<file path="config.mk">
export PLATFORM = sky130hd
export DESIGN_NAME = mem_access_stage
export DESIGN_NICKNAME = d
export VERILOG_FILES = /design/src/rtl/mem_pkg.sv /design/src/rtl/lsu_align.sv /design/src/rtl/mem_access_stage.sv
export SDC_FILE = /design/constraint.sdc
export NUM_CORES = 1
export LEC_CHECK = 0
export BUFFER_PORTS_ARGS = -buffer_cell sky130_fd_sc_hd__clkbuf_2
export CAP_MARGIN = 10
export CELL_PAD_IN_SITES_DETAIL_PLACEMENT = 1
export CELL_PAD_IN_SITES_GLOBAL_PLACEMENT = 2
export CORE_MARGIN = 2
export CORE_UTILIZATION = 31
export DETAILED_ROUTE_END_ITERATION = 10
export PLACE_DENSITY_LB_ADDON = 0.2
export SLEW_MARGIN = 20
export SYNTH_ARGS = -nofsm -noshare
export SYNTH_HDL_FRONTEND = slang
export SYNTH_SLANG_ARGS = --single-unit
export TNS_END_PERCENT = 50
</file>
<file path="constraint.sdc">
create_clock -name clk -period 3.38 [get_ports clk]
set_input_delay 0.169 -clock clk [delete_from_list [all_inputs] [get_ports clk]]
set_output_delay 0.169 -clock clk [all_outputs]
set_load 0.05 [all_outputs]
</file>
<file path="src/rtl/mem_pkg.sv">
// Shared types and helpers for the RV32I memory-access stage:
// FSM states, funct3 access-size codes and the registered bus request.
package mem_pkg;

  typedef enum logic [1:0] {
    IDLE = 2'd0,
    BUSY = 2'd1,
    DONE = 2'd2
  } mem_state_t;

  localparam logic [2:0] F3_B  = 3'b000;
  localparam logic [2:0] F3_H  = 3'b001;
  localparam logic [2:0] F3_W  = 3'b010;
  localparam logic [2:0] F3_BU = 3'b100;
  localparam logic [2:0] F3_HU = 3'b101;

  typedef enum logic [1:0] {
    SZ_B = 2'd0,
    SZ_H = 2'd1,
    SZ_W = 2'd2
  } acc_size_t;

  typedef struct packed {
    logic        we;
    logic [31:0] addr;
    logic [3:0]  be;
    logic [31:0] wdata;
  } bus_req_t;

  // Unlisted funct3 codes fall back to a full-word access.
  function automatic acc_size_t f3_size(input logic [2:0] f3);
    case (f3)
      F3_B, F3_BU: f3_size = SZ_B;
      F3_H, F3_HU: f3_size = SZ_H;
      default:     f3_size = SZ_W;
    endcase
  endfunction

  function automatic logic f3_unsigned(input logic [2:0] f3);
    f3_unsigned = (f3 == F3_BU) || (f3 == F3_HU);
  endfunction

endpackage

</file>
<file path="src/rtl/lsu_align.sv">
// Byte-lane alignment for stores and lane selection plus sign/zero
// extension for loads. Purely combinational.
module lsu_align
  import mem_pkg::*;
(
  input  logic [2:0]  st_f3_i,
  input  logic [1:0]  st_off_i,
  input  logic        st_we_i,
  input  logic [31:0] st_data_i,
  output logic [3:0]  be_o,
  output logic [31:0] wdata_o,
  input  logic [2:0]  ld_f3_i,
  input  logic [1:0]  ld_off_i,
  input  logic [31:0] ld_rdata_i,
  output logic [31:0] ld_data_o
);

  logic [7:0]  ldByte;
  logic [15:0] ldHalf;

  always_comb begin
    be_o    = 4'b1111;
    wdata_o = st_data_i;
    if (st_we_i) begin
      case (f3_size(st_f3_i))
        SZ_B: begin
          be_o    = 4'b0001 << st_off_i;
          wdata_o = {4{st_data_i[7:0]}};
        end
        SZ_H: begin
          be_o    = st_off_i[1] ? 4'b1100 : 4'b0011;
          wdata_o = {2{st_data_i[15:0]}};
        end
        default: be_o = 4'b1111;
      endcase
    end
  end

  always_comb begin
    case (ld_off_i)
      2'd0:    ldByte = ld_rdata_i[7:0];
      2'd1:    ldByte = ld_rdata_i[15:8];
      2'd2:    ldByte = ld_rdata_i[23:16];
      default: ldByte = ld_rdata_i[31:24];
    endcase
    ldHalf = ld_off_i[1] ? ld_rdata_i[31:16] : ld_rdata_i[15:0];
    case (f3_size(ld_f3_i))
      SZ_B:    ld_data_o = f3_unsigned(ld_f3_i) ? {24'h0, ldByte}
                                                : {{24{ldByte[7]}}, ldByte};
      SZ_H:    ld_data_o = f3_unsigned(ld_f3_i) ? {16'h0, ldHalf}
                                                : {{16{ldHalf[15]}}, ldHalf};
      default: ld_data_o = ld_rdata_i;
    endcase
  end

endmodule

</file>
<file path="src/rtl/mem_access_stage.sv">
// RV32I memory-access stage: issues one req/ack bus transaction per
// load/store, stalls the pipeline until it completes and formats load data.
module mem_access_stage
  import mem_pkg::*;
#(
  parameter int TIMEOUT_CYC = 64,
  parameter int TO_W        = 7
) (
  input  logic        clk,
  input  logic        rst,
  input  logic        stall_in,
  input  logic        flush_in,
  input  logic        mem_rd_M,
  input  logic        mem_wr_M,
  input  logic [2:0]  funct3_M,
  input  logic [31:0] alu_o_M,
  input  logic [31:0] wr_data_M,
  output logic [31:0] rd_data_M,
  output logic        stall_M,
  output logic        misaligned_M,
  output logic        bus_err_M,
  output logic        dbus_req,
  output logic        dbus_we,
  output logic [31:0] dbus_addr,
  output logic [3:0]  dbus_be,
  output logic [31:0] dbus_wdata,
  input  logic        dbus_ack,
  input  logic [31:0] dbus_rdata
);

  mem_state_t      state_q, state_d;
  bus_req_t        req_q, req_d;
  logic [2:0]      f3_q, f3_d;
  logic [1:0]      off_q, off_d;
  logic [TO_W-1:0] cnt_q, cnt_d;
  logic            kill_q, kill_d;
  logic [31:0]     result_q, result_d;
  logic            busErr_q, busErr_d;

  logic [3:0]  beNew;
  logic [31:0] wdataNew;
  logic [31:0] ldFmt;
  logic        op;
  acc_size_t   curSize;

  lsu_align u_align (
    .st_f3_i    (funct3_M),
    .st_off_i   (alu_o_M[1:0]),
    .st_we_i    (mem_wr_M),
    .st_data_i  (wr_data_M),
    .be_o       (beNew),
    .wdata_o    (wdataNew),
    .ld_f3_i    (f3_q),
    .ld_off_i   (off_q),
    .ld_rdata_i (dbus_rdata),
    .ld_data_o  (ldFmt)
  );

  assign curSize      = f3_size(funct3_M);
  assign misaligned_M = (mem_rd_M | mem_wr_M) &
                        (((curSize == SZ_H) & alu_o_M[0]) |
                         ((curSize == SZ_W) & (alu_o_M[1:0] != 2'b00)));
  assign op = (mem_rd_M | mem_wr_M) & ~misaligned_M & ~flush_in;

  assign dbus_req   = (state_q == BUSY);
  assign dbus_we    = req_q.we;
  assign dbus_addr  = req_q.addr;
  assign dbus_be    = req_q.be;
  assign dbus_wdata = req_q.wdata;
  assign bus_err_M  = busErr_q;

  // A flushed transaction still has to finish on the bus, so the kill flag
  // only decides whether the result is delivered or discarded afterwards.
  always_comb begin
    state_d   = state_q;
    req_d     = req_q;
    f3_d      = f3_q;
    off_d     = off_q;
    cnt_d     = cnt_q;
    kill_d    = kill_q;
    result_d  = result_q;
    busErr_d  = 1'b0;
    stall_M   = 1'b0;
    rd_data_M = 32'h0;
    case (state_q)
      IDLE: begin
        if (op) begin
          stall_M = 1'b1;
          req_d   = '{we: mem_wr_M, addr: {alu_o_M[31:2], 2'b00},
                      be: beNew, wdata: wdataNew};
          f3_d    = funct3_M;
          off_d   = alu_o_M[1:0];
          cnt_d   = '0;
          kill_d  = 1'b0;
          state_d = BUSY;
        end
      end
      BUSY: begin
        stall_M = 1'b1;
        cnt_d   = cnt_q + TO_W'(1);
        kill_d  = kill_q | flush_in;
        if (dbus_ack) begin
          result_d = req_q.we ? 32'h0 : ldFmt;
          state_d  = kill_d ? IDLE : DONE;
        end else if (cnt_q == TO_W'(TIMEOUT_CYC - 1)) begin
          busErr_d = 1'b1;
          result_d = 32'h0;
          state_d  = kill_d ? IDLE : DONE;
        end
      end
      DONE: begin
        rd_data_M = flush_in ? 32'h0 : result_q;
        if (flush_in || !stall_in) state_d = IDLE;
      end
      default: state_d = IDLE;
    endcase
  end

  always_ff @(posedge clk or negedge rst) begin
    if (!rst) begin
      state_q  <= IDLE;
      req_q    <= '0;
      f3_q     <= 3'b0;
      off_q    <= 2'b0;
      cnt_q    <= '0;
      kill_q   <= 1'b0;
      result_q <= 32'h0;
      busErr_q <= 1'b0;
    end else begin
      state_q  <= state_d;
      req_q    <= req_d;
      f3_q     <= f3_d;
      off_q    <= off_d;
      cnt_q    <= cnt_d;
      kill_q   <= kill_d;
      result_q <= result_d;
      busErr_q <= busErr_d;
    end
  end

endmodule

</file>
* Yosys cells after proc, flatten, opt, wreduce, memory -nomap -nowiden
Cells that the tools add are included.
Word-level totals: flip-flop bits (word level) 115, latch bits 0, RAM bits 0, memory bits (read-only) 0, input port bits 106, output and inout bits 105, logic and storage cells 94, memories kept 0
Operators by class: add/sub/neg operators 1, multiply operators 0, divide/modulo/power cells 0, $lt $le $gt $ge 0, equal/unequal tests 18, shift operators 1, mux-type cells 33, bitwise logic cells 10, reduce and logical (&&, ||, !) cells 20
Operators with widths (count):
- $mux 32 | 8
- $pmux 32 s2 | 2
- $pmux 8 s3 | 1
- $mux 16 | 1
- $pmux 7 s2 | 1
- $eq 3x3->1 const B | 4
- $mux 2 | 6
- $eq 2x1->1 const B | 5
- $logic_not 2->1 | 4
- $mux 4 | 2
- $pmux 2 s2 | 2
- $pmux 4 s2 | 1
- $reduce_or 2->1 | 4
- $add 7x1->7 const B | 1
- $eq 7x6->1 const B | 1
- $mux 7 | 1
- $eq 2x2->1 const B | 3
- $eq 3x1->1 const B | 2
- $logic_not 3->1 | 2
- $pmux 2 s3 | 1
- $reduce_and 2->1 | 3
- $reduce_bool 2->1 | 3
- $and 1x1->1 | 5
- $mux 1 | 5
- other kinds (9) | 15

* Depth between registers and ports, before layout
depth after elaboration 12, depth in mapped cells 6

* Cells and area by module
From an unflattened synthesis, not the netlist that was laid out.
Second synthesis, totals: cell total of the unflattened synthesis 593, area total of the unflattened synthesis 6233.5 um^2
Modules (own cells, without submodules):
- mem_access_stage | times used 1, cells an instance 391, area each 4885.9 um^2
- lsu_align | times used 1, cells an instance 202, area each 1347.5 um^2

* Worst setup path after synthesis
Ideal clock, no wire load.
path kind register to register, start point reg req_q (netlist bit dbus_we), end point reg result_q[10], setup time 138 ps, arrival 1566 ps, required time 3242 ps, setup slack 1675 ps, cell stages (with the launch flop) 7, clock period less this slack 1705 ps, cells stage by stage dfrtp_1 -> and4bb_2 -> buf_2 -> and2_1 -> buf_2 -> a2bb2oi_1 -> o211ai_1
On the way: word-level cells in the longest chain between the ends 2
Ends and longest elaborated chain:
- from (decl) | RTL line mem_access_stage.sv:32 | bus_req_t req_q, req_d;
- from (signal assigned) | RTL line mem_access_stage.sv:131 | req_q <= req_d;
- $mux 32 | RTL line mem_access_stage.sv:103 | result_d = req_q.we ? 32'h0 : ldFmt;
- $mux 32 | RTL line mem_access_stage.sv:102 | if (dbus_ack) begin
- to (signal assigned) | RTL line mem_access_stage.sv:136 | result_q <= result_d;
- to (decl) | RTL line mem_access_stage.sv:37 | logic [31:0] result_q, result_d;
No other way between the ends. A chain may end at the register's enable or synchronous reset.

* Worst setup path in the final report
start point reg state_q[0], end point out stall_M
On the way: word-level cells in the longest chain between the ends 2, elaborated cells on any way between the ends 3, those cells by class eq/ne: 1; mux: 1; reduce/logical: 1
Ends and longest elaborated chain:
- from (decl) | RTL line mem_access_stage.sv:31 | mem_state_t state_q, state_d;
- from (signal assigned) | RTL line mem_access_stage.sv:130 | state_q <= state_d;
- $eq 2x1->1 / $logic_not 2->1 (equally long branches) | RTL line mem_access_stage.sv:85 | case (state_q)
- $pmux 1 s2 * | RTL line mem_access_stage.sv:85
- to (decl) | RTL line mem_access_stage.sv:19 | output logic stall_M,
Mark *: on every way between the ends. The rest lies on a longest branch, timed or not.

==> results.json <==
{
  "status": "finished, final reports clean",
  "finalClockSkew_ns": 0.00644,
  "relSlewSlack_pct": 42.4,
  "layout-drive-gt1-share_pct": 33.1,
  "stdcell_count": 1069,
  "min_period_ns": 2.38,
  "num_rows": 49,
  "fin_nets": 934,
  "final_hold_viol_count": 0,
  "postSynthAreaPerCell_sq_um": 9.62,
  "ys_top_cells_by_count": "nand2_1, dfrtp_1, o21ai_0",
  "holdBufCountCts": 35,
  "grt_setup_unrepaired": "false",
  "min_period_over_period_pct": 70.6,
  "hold_path_class": "in -> reg",
  "startpoint_type": "flop",
  "clk_latency_ns": 0.41,
  "grt_pass1_vias": 5602,
  "cts_resized": 0,
  "synthFlopType": "dfrtp_1",
  "required_ns": 3.21,
  "grt_max_degree": 72,
  "grt_use_total_pct": 19.5,
  "crit_fanout": 27,
  "place_hpwl_um": 13400,
  "synth_largest_area_cell": "dfrtp_1",
  "num_vias": 5201,
  "placed_cells": 1001,
  "globalRouteOverflowTotal": 0,
  "finalWeightedCongestion": 0.794,
  "drv_slew": 0,
  "fmax_mhz": 419,
  "fillers": 2127,
  "synth_top_area_share_pct": 50.2,
  "drv_cap": 0,
  "setup_viol": 0,
  "cts_tree": "built",
  "synth_edf_count": 0,
  "power.static_leakage_nw": 3.94,
  "vdd_drop_max_uv": 380,
  "yosysMostFrequentCell": "nand2_1",
  "die_h_um": 140,
  "fin_util_pct": 43.8,
  "pre_cts_ws_ns": 1.07,
  "syn_area_sq_um": 5730,
  "drtPass1Iterations": 4,
  "portBuffers": 208,
  "antenna_found_initial": 0,
  "synthTopCellsByArea": "dfrtp_1, nand2_1, mux2i_1",
  "crit_arrival_ns": 2.22,
  "areaGrowthSynthToFinish_pct": 37.9,
  "power.density_nw_per_um2": 777,
  "cts_buffer_depth": 2,
  "routed_wl_um": 18600,
  "worstSetupPathType": "reg -> out",
  "drc": 0,
  "grt_pass1_wl_um": 30200,
  "vias_per_cell": 4.87,
  "worst_slew_pin_slew_ns": 0.864,
  "die_area_sq_um": 19600,
  "cts_setup_buffers": 0,
  "ys_seq_area_share_pct": 50.2,
  "cts_sinks": 115,
  "clk_pin_slew_ns": 0.05,
  "core_area_sq_um": 18000,
  "drt-initial-drc-count": 232,
  "start_util_pct": 31.8,
  "insertedDiodeCount": 0,
  "htreeDepth": 4,
  "ys_ff_latch": 115,
  "cts-root-buf": "clkbuf_16",
  "ant_nets": 0,
  "async_reset_ff_share_pct": 100,
  "ys_warn_count": 0,
  "cts_buffers": 17,
  "fin_setup_tns_ns": 0,
  "fp.dieW_um": 140,
  "synthCells": 596,
  "io_pins": 211,
  "setup_ws_ns": 0.995,
  "routedWlPerCell_um": 17.4,
  "endpoint_kind": "primary output",
  "ys_types": 59
}
## worst max-delay path, stage by stage, from the launching register on
cell	delay (ns)
dfrtp_1	0.43
nor3_1	0.38
nand4_4	0.46
nand2_1	0.23
clkbuf_2	0.31
## layout by cell type (no fill, tap or decap), types with 17 or more instances in the layout
master	netlist	routed
clkbuf_2	1	207
nand2_1	166	166
dfrtp_1	115	115
o21ai_0	46	46
dlygate4sd3_1	0	35
and2_1	34	34
mux2i_1	26	26
nor2b_1	26	25
a21oi_1	19	19
clkbuf_16	0	17
## metal layers
metal  wire, um  global-route usage (%)  share of wire (%)  vias up
met1       7860                    24.0                 42     2548
li1           -                       -                  -     2487
met3       1350                    6.53                7.2       18
met5          0                       0                  0        -
met2       9170                    33.0                 49      148
met4        209                    4.89                1.1        0
## metrics by stage
stage | hold slack, ns | instance area, sq um | power (mW)
floorplan | -0.127 | 5740 | 3.68
CTS | 0.00214 | 7890 | 6.20
finish | 0.0203 | 7900 | 6.14
detailed placement | 0.335 | 6930 | 4.28
global placement | 0.334 | 6930 | 4.22
global route | 0.0212 | 7900 | 6.48
## power by group
part / internal [mW] / leakage [nW] / switching, mW
Combinational: 0.647 / 2.21 / 1.49
Clock: 1.20 / 0.281 / 0.662
Sequential: 1.82 / 1.45 / 0.324
Total: 3.66 / 3.94 / 2.48
## cell families (layout without fill, tap and decap cells)
logic type      after synthesis  in the layout  share of synthesized area [%]
fa+ha+maj                     1              1                          0.218
xor+xnor                      1              1                          0.153
buf+inv                      55            298                           4.91
simple gates                260            260                           21.6
other cells                   1              2                         0.0654
flops                       115            115                           50.2
mux                          29             29                           5.13
compound gates              134            134                           17.8
## final timing paths
kind | startpoint | to | slack (ns) | cells past startpoint
setup reg to reg | off_q[1]$_DFFE_PN0P_ | result_q[19]$_DFFE_PN0P_ | 1.06 | 4
min in group asynchronous | rst | result_q[11]$_DFFE_PN0P_ | 0.42 | 2
hold / removal | flush_in | state_q[1]$_DFFE_PN0P_ | 0.02 | 2
setup / recovery | state_q[0]$_DFFE_PN0P_ | stall_M | 1.0 | 4
hold reg to reg | kill_q$_DFFE_PN0P_ | state_q[1]$_DFFE_PN0P_ | 0.48 | 1
max in group asynchronous | rst | result_q[0]$_DFFE_PN0P_ | 2.00 | 3
## state kept, by name, indices dropped and copies added, names as in the netlist
signal      flops
off_q           2
dbus_wdata     32
dbus_we         1
result_q       32
dbus_addr      30
f3_q            3
state_q         2
cnt_q           7
dbus_be         4
bus_err_M       1
kill_q          1
## area by class of cell
class | instances | area (sq um) | share of cell area [%]
repair buffers | 252 | 1480 | 18.7
multi-input cells | 427 | 2590 | 32.8
clock buffers | 20 | 457 | 5.78
flip-flops and latches | 115 | 2880 | 36.4
clock inverters | 12 | 154 | 1.95
well taps | 229 | 287 | 3.63
inverters | 14 | 52.6 | 0.665
Note: power is estimated with default switching activity, not from simulation.
